===== src/rtl/cms_pkg.sv =====
// Shared widths, counter size and FSM state type for the CMS stream unpacker.
package cms_pkg;

    localparam int unsigned DEF_IN_WIDTH  = 512;
    localparam int unsigned DEF_OUT_WIDTH = 64;
    localparam int unsigned DEF_RATIO     = DEF_IN_WIDTH / DEF_OUT_WIDTH;
    localparam int unsigned CNT_WIDTH     = 32;

    function automatic int unsigned idx_width(input int unsigned ratio);
        return (ratio > 1) ? $clog2(ratio) : 1;
    endfunction

    localparam int unsigned DEF_IDX_WIDTH = idx_width(DEF_RATIO);

    typedef enum logic {
        EMPTY = 1'b0,
        DRAIN = 1'b1
    } state_e;

endpackage


===== src/rtl/cms_stream_unpacker_if.sv =====
// Wide S_AXIS input plus narrow output stream of the unpacker.
interface cms_stream_unpacker_if
    import cms_pkg::*;
#(
    parameter int unsigned IN_WIDTH  = DEF_IN_WIDTH,
    parameter int unsigned OUT_WIDTH = DEF_OUT_WIDTH
);
    logic                 S_AXIS_tvalid;
    logic                 S_AXIS_tready;
    logic [IN_WIDTH-1:0]  S_AXIS_tdata;
    logic                 S_AXIS_tlast;
    logic                 out_valid;
    logic                 out_ready;
    logic [OUT_WIDTH-1:0] out_data;
    logic                 out_last;

    modport slave (
        input  S_AXIS_tvalid, S_AXIS_tdata, S_AXIS_tlast, out_ready,
        output S_AXIS_tready, out_valid, out_data, out_last
    );

    modport master (
        output S_AXIS_tvalid, S_AXIS_tdata, S_AXIS_tlast, out_ready,
        input  S_AXIS_tready, out_valid, out_data, out_last
    );
endinterface


===== src/rtl/cms_tlast_checker.sv =====
// Checks tlast spacing against the programmed interval; tlast_err is sticky until err_clr.
module cms_tlast_checker
    import cms_pkg::*;
(
    input  logic                 clk,
    input  logic                 rst,
    input  logic                 i_beat,
    input  logic                 i_tlast,
    input  logic                 i_err_clr,
    input  logic [CNT_WIDTH-1:0] i_interval,
    output logic                 o_tlast_err
);
    logic [CNT_WIDTH-1:0] r_sc;
    logic                 r_err;
    logic [CNT_WIDTH-1:0] w_sc_inc;
    logic                 w_at_interval;

    assign w_sc_inc      = r_sc + CNT_WIDTH'(1);
    assign w_at_interval = (w_sc_inc == i_interval);
    assign o_tlast_err   = r_err;

    always_ff @(posedge clk) begin
        if (rst) begin
            r_sc  <= '0;
            r_err <= 1'b0;
        end else if (i_err_clr) begin
            // Clear wins over a same-cycle beat; that beat goes unchecked.
            r_sc  <= '0;
            r_err <= 1'b0;
        end else if (i_interval == '0) begin
            r_sc <= '0;
        end else if (i_beat) begin
            if (i_tlast || w_at_interval) begin
                r_sc <= '0;
                if (i_tlast != w_at_interval) r_err <= 1'b1;
            end else begin
                r_sc <= w_sc_inc;
            end
        end
    end
endmodule


===== src/rtl/cms_stream_unpacker.sv =====
// Serialises 512-bit S_AXIS beats into 64-bit words, LSB word first, and keeps beat statistics.
// Define CMS_UNPACK_TLAST_CHECK_EN to build in the tlast spacing checker.
module cms_stream_unpacker
    import cms_pkg::*;
#(
    parameter int unsigned IN_WIDTH  = DEF_IN_WIDTH,
    parameter int unsigned OUT_WIDTH = DEF_OUT_WIDTH
) (
    input  logic                  clk,
    input  logic                  rst,
    cms_stream_unpacker_if.slave  s_bus,
    input  logic [CNT_WIDTH-1:0]  tlast_interval,
    output logic [CNT_WIDTH-1:0]  beat_count,
    output logic [CNT_WIDTH-1:0]  xfer_count,
    output logic                  tlast_err,
    input  logic                  err_clr
);
    localparam int unsigned RATIO = IN_WIDTH / OUT_WIDTH;
    localparam int unsigned IDX_W = idx_width(RATIO);

    state_e               r_state;
    logic [IN_WIDTH-1:0]  r_hold;
    logic                 r_hold_last;
    logic [IDX_W-1:0]     r_idx;
    logic [CNT_WIDTH-1:0] r_beat_count;
    logic [CNT_WIDTH-1:0] r_xfer_count;

    logic                 w_valid;
    logic                 w_last_idx;
    logic                 w_tready;
    logic                 w_in_hs;
    logic                 w_out_hs;
    logic [OUT_WIDTH-1:0] w_word;

    assign w_valid    = (r_state == DRAIN);
    assign w_last_idx = (r_idx == IDX_W'(RATIO - 1));
    assign w_out_hs   = w_valid & s_bus.out_ready;
    // Accept a new beat as the final word leaves, so back-to-back beats need no bubble.
    assign w_tready   = !rst & ((r_state == EMPTY) | (w_out_hs & w_last_idx));
    assign w_in_hs    = s_bus.S_AXIS_tvalid & w_tready;
    assign w_word     = r_hold[32'(r_idx) * OUT_WIDTH +: OUT_WIDTH];

    assign s_bus.S_AXIS_tready = w_tready;
    assign s_bus.out_valid     = w_valid;
    assign s_bus.out_data      = w_valid ? w_word : '0;
    assign s_bus.out_last      = w_valid & r_hold_last & w_last_idx;
    assign beat_count          = r_beat_count;
    assign xfer_count          = r_xfer_count;

    always_ff @(posedge clk) begin
        if (rst) begin
            r_state      <= EMPTY;
            r_hold       <= '0;
            r_hold_last  <= 1'b0;
            r_idx        <= '0;
            r_beat_count <= '0;
            r_xfer_count <= '0;
        end else begin
            if (w_in_hs) begin
                r_state      <= DRAIN;
                r_hold       <= s_bus.S_AXIS_tdata;
                r_hold_last  <= s_bus.S_AXIS_tlast;
                r_idx        <= '0;
                r_beat_count <= r_beat_count + CNT_WIDTH'(1);
                if (s_bus.S_AXIS_tlast) r_xfer_count <= r_xfer_count + CNT_WIDTH'(1);
            end else if (w_out_hs) begin
                if (w_last_idx) r_state <= EMPTY;
                else            r_idx   <= r_idx + IDX_W'(1);
            end
        end
    end

`ifdef CMS_UNPACK_TLAST_CHECK_EN
    cms_tlast_checker u_tlast_checker (
        .clk         (clk),
        .rst         (rst),
        .i_beat      (w_in_hs),
        .i_tlast     (s_bus.S_AXIS_tlast),
        .i_err_clr   (err_clr),
        .i_interval  (tlast_interval),
        .o_tlast_err (tlast_err)
    );
`else
    logic w_unused_chk;
    assign w_unused_chk = ^{err_clr, tlast_interval};
    assign tlast_err    = 1'b0;
`endif
endmodule


===== src/flat_wrapper.sv =====
// flat-port wrapper written by rule: the top's interface ports become plain ports
module cms_stream_unpacker_flat import cms_pkg::*;
#(
    parameter int unsigned IN_WIDTH  = DEF_IN_WIDTH,
    parameter int unsigned OUT_WIDTH = DEF_OUT_WIDTH
)
  (clk, rst, tlast_interval, beat_count, xfer_count, tlast_err, err_clr, s_bus_S_AXIS_tvalid, s_bus_S_AXIS_tdata, s_bus_S_AXIS_tlast, s_bus_out_ready, s_bus_S_AXIS_tready, s_bus_out_valid, s_bus_out_data, s_bus_out_last);
  cms_stream_unpacker_if #(.IN_WIDTH(IN_WIDTH), .OUT_WIDTH(OUT_WIDTH)) s_bus_i ();
  input  logic clk;
  input  logic rst;
  input  logic [CNT_WIDTH-1:0] tlast_interval;
  output logic [CNT_WIDTH-1:0] beat_count;
  output logic [CNT_WIDTH-1:0] xfer_count;
  output logic tlast_err;
  input  logic err_clr;
  input wire logic [$bits(s_bus_i.S_AXIS_tvalid)-1:0] s_bus_S_AXIS_tvalid;
  input wire logic [$bits(s_bus_i.S_AXIS_tdata)-1:0] s_bus_S_AXIS_tdata;
  input wire logic [$bits(s_bus_i.S_AXIS_tlast)-1:0] s_bus_S_AXIS_tlast;
  input wire logic [$bits(s_bus_i.out_ready)-1:0] s_bus_out_ready;
  output wire logic [$bits(s_bus_i.S_AXIS_tready)-1:0] s_bus_S_AXIS_tready;
  output wire logic [$bits(s_bus_i.out_valid)-1:0] s_bus_out_valid;
  output wire logic [$bits(s_bus_i.out_data)-1:0] s_bus_out_data;
  output wire logic [$bits(s_bus_i.out_last)-1:0] s_bus_out_last;
  assign s_bus_i.S_AXIS_tvalid = s_bus_S_AXIS_tvalid;
  assign s_bus_i.S_AXIS_tdata = s_bus_S_AXIS_tdata;
  assign s_bus_i.S_AXIS_tlast = s_bus_S_AXIS_tlast;
  assign s_bus_i.out_ready = s_bus_out_ready;
  assign s_bus_S_AXIS_tready = s_bus_i.S_AXIS_tready;
  assign s_bus_out_valid = s_bus_i.out_valid;
  assign s_bus_out_data = s_bus_i.out_data;
  assign s_bus_out_last = s_bus_i.out_last;
  cms_stream_unpacker #(.IN_WIDTH(IN_WIDTH), .OUT_WIDTH(OUT_WIDTH)) u_core (.clk(clk), .rst(rst), .s_bus(s_bus_i), .tlast_interval(tlast_interval), .beat_count(beat_count), .xfer_count(xfer_count), .tlast_err(tlast_err), .err_clr(err_clr));
endmodule

===== config.mk =====
export PLATFORM = sky130hd
export DESIGN_NAME = cms_stream_unpacker_flat
export DESIGN_NICKNAME = d
export VERILOG_FILES = /design/src/rtl/cms_pkg.sv /design/src/rtl/cms_stream_unpacker_if.sv /design/src/rtl/cms_tlast_checker.sv /design/src/rtl/cms_stream_unpacker.sv /design/src/flat_wrapper.sv
export SDC_FILE = /design/constraint.sdc
export NUM_CORES = 1
export LEC_CHECK = 0
export ABC_AREA = 1
export CORE_AREA = 2 2 268 270
export DETAILED_ROUTE_END_ITERATION = 8
export DIE_AREA = 0 0 270 272
export PLACE_DENSITY_LB_ADDON = 0.2
export SYNTH_ARGS = -nofsm -noshare
export SYNTH_HDL_FRONTEND = slang
export SYNTH_HIERARCHICAL = 1
export SYNTH_SLANG_ARGS = --single-unit

===== constraint.sdc =====
create_clock -name clk -period 3.6 [get_ports clk]
set_input_delay 0.54 -clock clk [delete_from_list [all_inputs] [get_ports clk]]
set_output_delay 0.54 -clock clk [all_outputs]
set_load 0.02 [all_outputs]

==> results.toml, run 1 <==
[setup_path]
reg2reg_setup_slack_ns = 0.56
worst_path_max_delay_cell = "clkdlybuf4s50_1"
end_kind = "output pin"
critPathMaxStageDelay_ns = 0.66
reg2reg_from = "u_core/r_idx[0]"
critPathCapture = "s_bus_out_data[2]"
crit_start = "u_core/r_idx[0]"
crit_chain = "inv_8, buf_4, o21ai_0, nand3_1, nand2_1, a31oi_1, clkdlybuf4s50_1"
r2r-end = "u_core/r_hold[134]"
cp-start-kind = "flip-flop"
r2r_cells = 9
cp.required_ns = 3.06
path_class = "reg -> out"
cp.arrival_ns = 2.95
crit_fanout = 67

[global_route]
grt-ovfl-total = 0
grt_pass1_vias = 22400
antenna_found_initial = 39
track_usage_pct = 25.4
grt_max_degree = 177
grt_pass1_wl_um = 142000

[timing]
post-route-min-period_ns = 3.49
max-slew-margin-rel_pct = 32.9
layout_setup_ws_ns = 0.113
finalSetupViolCount = 0
maxSlewViolCount = 0
hold_viol_final = 0
finClkSkew_ns = 0.0263
rsz0062_at_grt = "yes"
period_share_pct = 96.9
worst_pin_slew_ns = 1.01
fmax_mhz = 287

[detailed_routing]
ant_nets = 0
routed_wl_um = 96800
viasPerCell = 5.01
drc = 0
vias = 23200
drtIter0Drc = 1671
dr.pass1.iters = 8
wl_per_cell_um = 20.9

[die]
start_util_pct = 33.9
die-area_um2 = 73400
rows = 98
coreArea_um2 = 70800
die_w_um = 270
die_height_um = 272
io_pins = 682

[clocking]
clkSlewWorstSetupHoldPaths_ns = 0.06
max-clock-path-buffers = 3
cts.htree.levels = 3
clock_sinks = 581
tritoncts = "built"
cts-hold-fix-buffers = 0
numCtsBuffers = 68
clock_latency_ns = 0.61
cts_root_buffer = "clkbuf_16"

[place]
place_ws_ns = 0.580
port_buffers = 647
dp.final_hpwl_um = 67800
dp_cells = 4487
gp_congestion = 0.869

[power]
vdd_drop_max_mv = 0.302
p_leak_nw = 12.3
power.internal_w = 0.0119
p_clk_share_pct = 43.7
p_per_area_nw_per_um2 = 472
seqPwrFrac_pct = 44.5
swShare_pct = 24.8
pwr-share-comb_pct = 11.8
p_sw_w = 0.00393

[outcome]
status = "completed"

[synth]
synth_top_area_cell = "dfxtp_1"
syn_area_um2 = 24000
syn_area_per_cell_um2 = 7.81
ys_seq_elements = 581
ys_types = 32
ys_warn_count = 6
synth_area_leaders = "dfxtp_1, o21ai_0, a22o_1"
ys_seq_area_share_pct = 48.5
synth_top_area_share_pct = 48.5
syn-instance-count = 3068
synthesis.nets = 3622

[layout]
nets = 4161
synthToLayoutAreaGrowth_pct = 40.2
final-instance-count-excl-fill = 4622
drive_above_1_share_pct = 4.77
fin_util_pct = 47.5

[min_path]
holdCritStartpoint = "u_core/r_hold_last"
hold_class = "reg -> reg"

[run]
drv_cap = 0
## cells in the mapped netlist, drive strengths merged
cell / instances
dfxtp: 581
o21bai: 1
nor3b: 3
and3: 1
clkbuf: 89
buf: 141
a22o: 257
mux2: 2
o21ai: 525
xnor2: 1
nor2: 141
a31oi: 65
inv: 342
a21oi: 278
ha: 4
nand4: 19
nand3: 114
xor2: 7
nand2: 480
nand3b: 2
conb: 1
nor3: 14
## flip-flops by register name (all words and copies together), names as in the netlist
signal and count:
u_core/s_bus.out_valid 1, u_core/r_hold_last 1, u_core/r_idx 3, u_core/beat_count 32, u_core/xfer_count 32, u_core/r_hold 512
## placed cells by master (no fill, tap or decap), types with 2 or more instances in the layout
cell type / Yosys / final
a21oi_1: 278 / 278
a22o_1: 257 / 257
a31oi_1: 65 / 65
buf_12: 0 / 25
buf_4: 4 / 23
buf_6: 7 / 4
bufinv_16: 0 / 4
clkbuf_1: 89 / 11
clkbuf_16: 0 / 69
clkbuf_8: 0 / 14
clkdlybuf4s50_1: 0 / 645
clkinv_2: 0 / 7
clkinv_8: 0 / 2
dfxtp_1: 581 / 577
dfxtp_4: 0 / 3
diode_2: 0 / 22
dlymetal6s2s_1: 0 / 2
ha_1: 4 / 4
inv_1: 337 / 336
inv_2: 5 / 2
inv_6: 0 / 5
inv_8: 0 / 3
mux2_2: 2 / 2
nand2_1: 478 / 478
nand3_1: 113 / 113
nand3b_1: 2 / 2
nand4_1: 19 / 19
nor2_1: 137 / 137
nor2_4: 3 / 3
nor3_1: 13 / 13
nor3b_1: 3 / 3
o21ai_0: 455 / 455
o21ai_1: 70 / 70
xor2_1: 7 / 7
## worst max-delay path, delay by kind of cell, from the launching register on
kind | cells | cell delay, ns
simple gates | 2 | 0.29
buf+inv | 3 | 1.29
compound gates | 2 | 0.31
flops | 1 | 0.38
## worst min-delay path by stage
stage	to	depth (start not counted)	slack, ns
floorplan	u_core/r_hold_last	2	0.42
global placement	u_core/r_hold_last	2	0.43
detailed placement	u_core/r_hold_last	2	0.43
CTS	u_core/r_hold_last	2	0.45
global route	u_core/r_hold_last	2	0.47
finish	u_core/r_hold_last	2	0.45
## through the flow
| step | cell area [um2] | hold slack (ns) | TNS, ns | total power [W] |
|---|---|---|---|---|
| floorplan | 24000 | 0.419 | 0 | 0.00802 |
| global placement | 31300 | 0.428 | 0 | 0.00904 |
| detailed placement | 31300 | 0.434 | 0 | 0.00906 |
| CTS | 33600 | 0.450 | 0 | 0.0160 |
| global route | 33600 | 0.471 | -0.108 | 0.0165 |
| finish | 33600 | 0.451 | 0 | 0.0159 |
## routing by layer
metal | up-vias | routed length, um | global-route usage [%]
li1 | 11500 | - | -
met1 | 10700 | 38500 | 29.7
met2 | 738 | 47900 | 44.5
met3 | 176 | 6990 | 7.03
met4 | 38 | 3180 | 8.99
met5 | - | 229 | 0
## power groups by stage
stage / Combinational (W) / Sequential [W] / Clock (W)
global placement: 0.00186 / 0.00718 / 0
floorplan: 0.000883 / 0.00714 / 0
CTS: 0.00188 / 0.00705 / 0.00708
detailed placement: 0.00187 / 0.00719 / 0
global route: 0.00204 / 0.00709 / 0.00733
finish: 0.00187 / 0.00705 / 0.00693
## cells by family (layout without fill, tap and decap cells)
kind of cell | Yosys count | after routing | share of synthesized area (%)
compound gates | 1126 | 1126 | 27.9
xor+xnor | 8 | 8 | 0.292
fa+ha+maj | 4 | 4 | 0.209
buf+inv | 572 | 1154 | 9.76
flops | 581 | 581 | 48.5
mux | 2 | 2 | 0.0939
other cells | 1 | 23 | 0.0156
simple gates | 774 | 774 | 13.2
## final cells by class
| type | count | area, um2 |
|---|---|---|
| fillers | 6981 | 37100 |
| flip-flops and latches | 581 | 11600 |
| multi-input cells | 1915 | 10000 |
| repair buffers | 699 | 7200 |
| clock buffers | 94 | 1960 |
| inverters | 342 | 1310 |
| well taps | 950 | 1190 |
| clock inverters | 19 | 239 |
| diodes | 22 | 55.1 |
## timing repair
item	in CTS	in global routing
setup endpoints to repair	7	13
pin swaps	0	0
resized for setup	3	3
gates cloned	0	0
setup buffers	0	0
No activity file was read; power rests on OpenSTA's default activity.
==> run 2, diff against run 1 <==
Settings changed: CTS_CLUSTER_SIZE set to 20, RECOVER_POWER set to 25, SETUP_SLACK_MARGIN set to 0.1.
==> results.toml, run 2 (same netlist as run 1, synthesis figures left out) <==
[outcome]
status = "completed"

[die]
start_util_pct = 33.9
die_height_um = 272
die-area_um2 = 73400
io_pins = 682
coreArea_um2 = 70800
rows = 98
die_w_um = 270

[setup_path]
cp.required_ns = 3.06
path_class = "reg -> out"
cp-start-kind = "flip-flop"
cp.arrival_ns = 2.92
crit_fanout = 67
end_kind = "output pin"
reg2reg_from = "u_core/r_idx[0]"
crit_start = "u_core/r_idx[0]"

[global_route]
antenna_found_initial = 40
gr-usage-met3_pct = 7.03
grt_pass1_wl_um = 142000
grt_pass1_vias = 22400
grt_max_degree = 177
track_usage_pct = 25.4
grt.met1_usage_pct = 29.7
top_usage_layer = "met2"
grt-ovfl-total = 0
grtUsageMet2_pct = 44.5

[detailed_routing]
drtIter0Drc = 1653
ant_nets = 0
dr.pass1.iters = 6
viasPerCell = 5.03
routed_wl_um = 97500
drc = 0
vias = 23300
wl_per_cell_um = 21.1

[power]
vdd_drop_max_mv = 0.302
p_per_area_nw_per_um2 = 471
p_leak_nw = 12.6

[layout]
largest_reg_flops = 512
largest_register = "u_core/r_hold"
drive_above_1_share_pct = 4.63
fillers = 6990
nets = 4165
final_area_um2 = 33600
layout_commonest_cell = "dfxtp_1"
final_cell_mix = "dfxtp_1, clkdlybuf4s50_1, nand2_1"
synthToLayoutAreaGrowth_pct = 40.3
final-instance-count-excl-fill = 4626

[timing]
finalSetupViolCount = 0
layout_setup_ws_ns = 0.140
worst_pin_slew_ns = 1.07
maxSlewViolCount = 0
post-route-min-period_ns = 3.46
finClkSkew_ns = 0.0240
fmax_mhz = 289
fin_setup_tns_ns = 0
rsz0062_at_grt = "yes"
period_share_pct = 96.1
hold_viol_final = 0
max-slew-margin-rel_pct = 28.5

[clocking]
clkSlewWorstSetupHoldPaths_ns = 0.06
max-clock-path-buffers = 3
cts.htree.levels = 3
clock_sinks = 581
clock_latency_ns = 0.60
cts-hold-fix-buffers = 0
tritoncts = "built"
numCtsBuffers = 68
cts_root_buffer = "clkbuf_16"

[place]
gp_congestion = 0.869
dp.final_hpwl_um = 67800
placed_area_um2 = 31300
place_ws_ns = 0.580
dp_cells = 4487
port_buffers = 647

[min_path]
hold_class = "reg -> reg"
holdCritStartpoint = "u_core/r_hold_last"

[run]
drv_cap = 0
[run 2: changes by cell type in the layout (fill, tap and decap cells not counted), moves of 3 or more]
cell / previous run / this run
dlymetal6s2s_1: 2 / 7
clkdlybuf4s50_1: 645 / 574
nor2_4: 3 / 0
buf_4: 23 / 19
o21ai_0: 455 / 465
dlygate4sd3_1: 0 / 64
buf_12: 25 / 21
nor2_1: 137 / 140
o21ai_1: 70 / 60
[run 2: worst max-delay path: stages, from the launching register on]
cell and delay, ns:
dfxtp_4 0.47, inv_16 0.12, buf_4 0.28, a21oi_1 0.16, o21ai_0 0.13, nand3_1 0.09
nand2_1 0.09, a31oi_1 0.22, clkdlybuf4s50_1 0.68
[run 2: power breakdown]
part	switching [W]	leakage, nW	total, W	internal (W)
combinational	0.000917	6.78	0.00187	0.000953
clock	0.00283	1.08	0.00693	0.00409
sequential	0.000176	4.79	0.00705	0.00688
[run 2: stage by stage]
stage          power [W]  util (%)  hold slack (ns)
6_report          0.0158      47.5            0.451
5_1_grt           0.0165      47.5            0.471
4_1_cts           0.0160      47.4            0.450
3_5_place_dp     0.00906      44.3            0.434
3_3_place_gp     0.00904      44.3            0.428
2_1_floorplan    0.00802         -            0.419
[run 2: routing by layer]
| layer | up-vias | wire length (um) |
|---|---|---|
| met1 | 10800 | 39100 |
| met2 | 749 | 48400 |
| met4 | 38 | 3090 |
| met5 | - | 229 |
| met3 | 182 | 6730 |
| li1 | 11500 | - |
[run 2: repair_timing]
item	in CTS	in global routing
hold endpoints to repair	0	0
cloned	0	2
setup buffers	0	2
gates resized for setup	7	14
setup endpoints to repair	42	40
[run 2: cell type report]
| class | instances | area [um2] | area share [%] |
|---|---|---|---|
| flip-flops and latches | 581 | 11600 | 34.6 |
| multi-input cells | 1915 | 9970 | 29.6 |
| repair buffers | 703 | 7260 | 21.6 |
| clock buffers | 94 | 1960 | 5.83 |
| inverters | 342 | 1320 | 3.93 |
| well taps | 950 | 1190 | 3.53 |
| clock inverters | 19 | 239 | 0.710 |
| diodes | 22 | 55.1 | 0.164 |
[run 2: final timing paths]
| check | endpoint | slack (ns) | cells past startpoint |
|---|---|---|---|
| max | s_bus_out_data[11] | 0.14 | 8 |
| min | u_core/r_hold_last | 0.45 | 2 |
| max reg2reg | u_core/r_hold[288] | 0.22 | 10 |
| min reg2reg | u_core/r_hold_last | 0.45 | 2 |
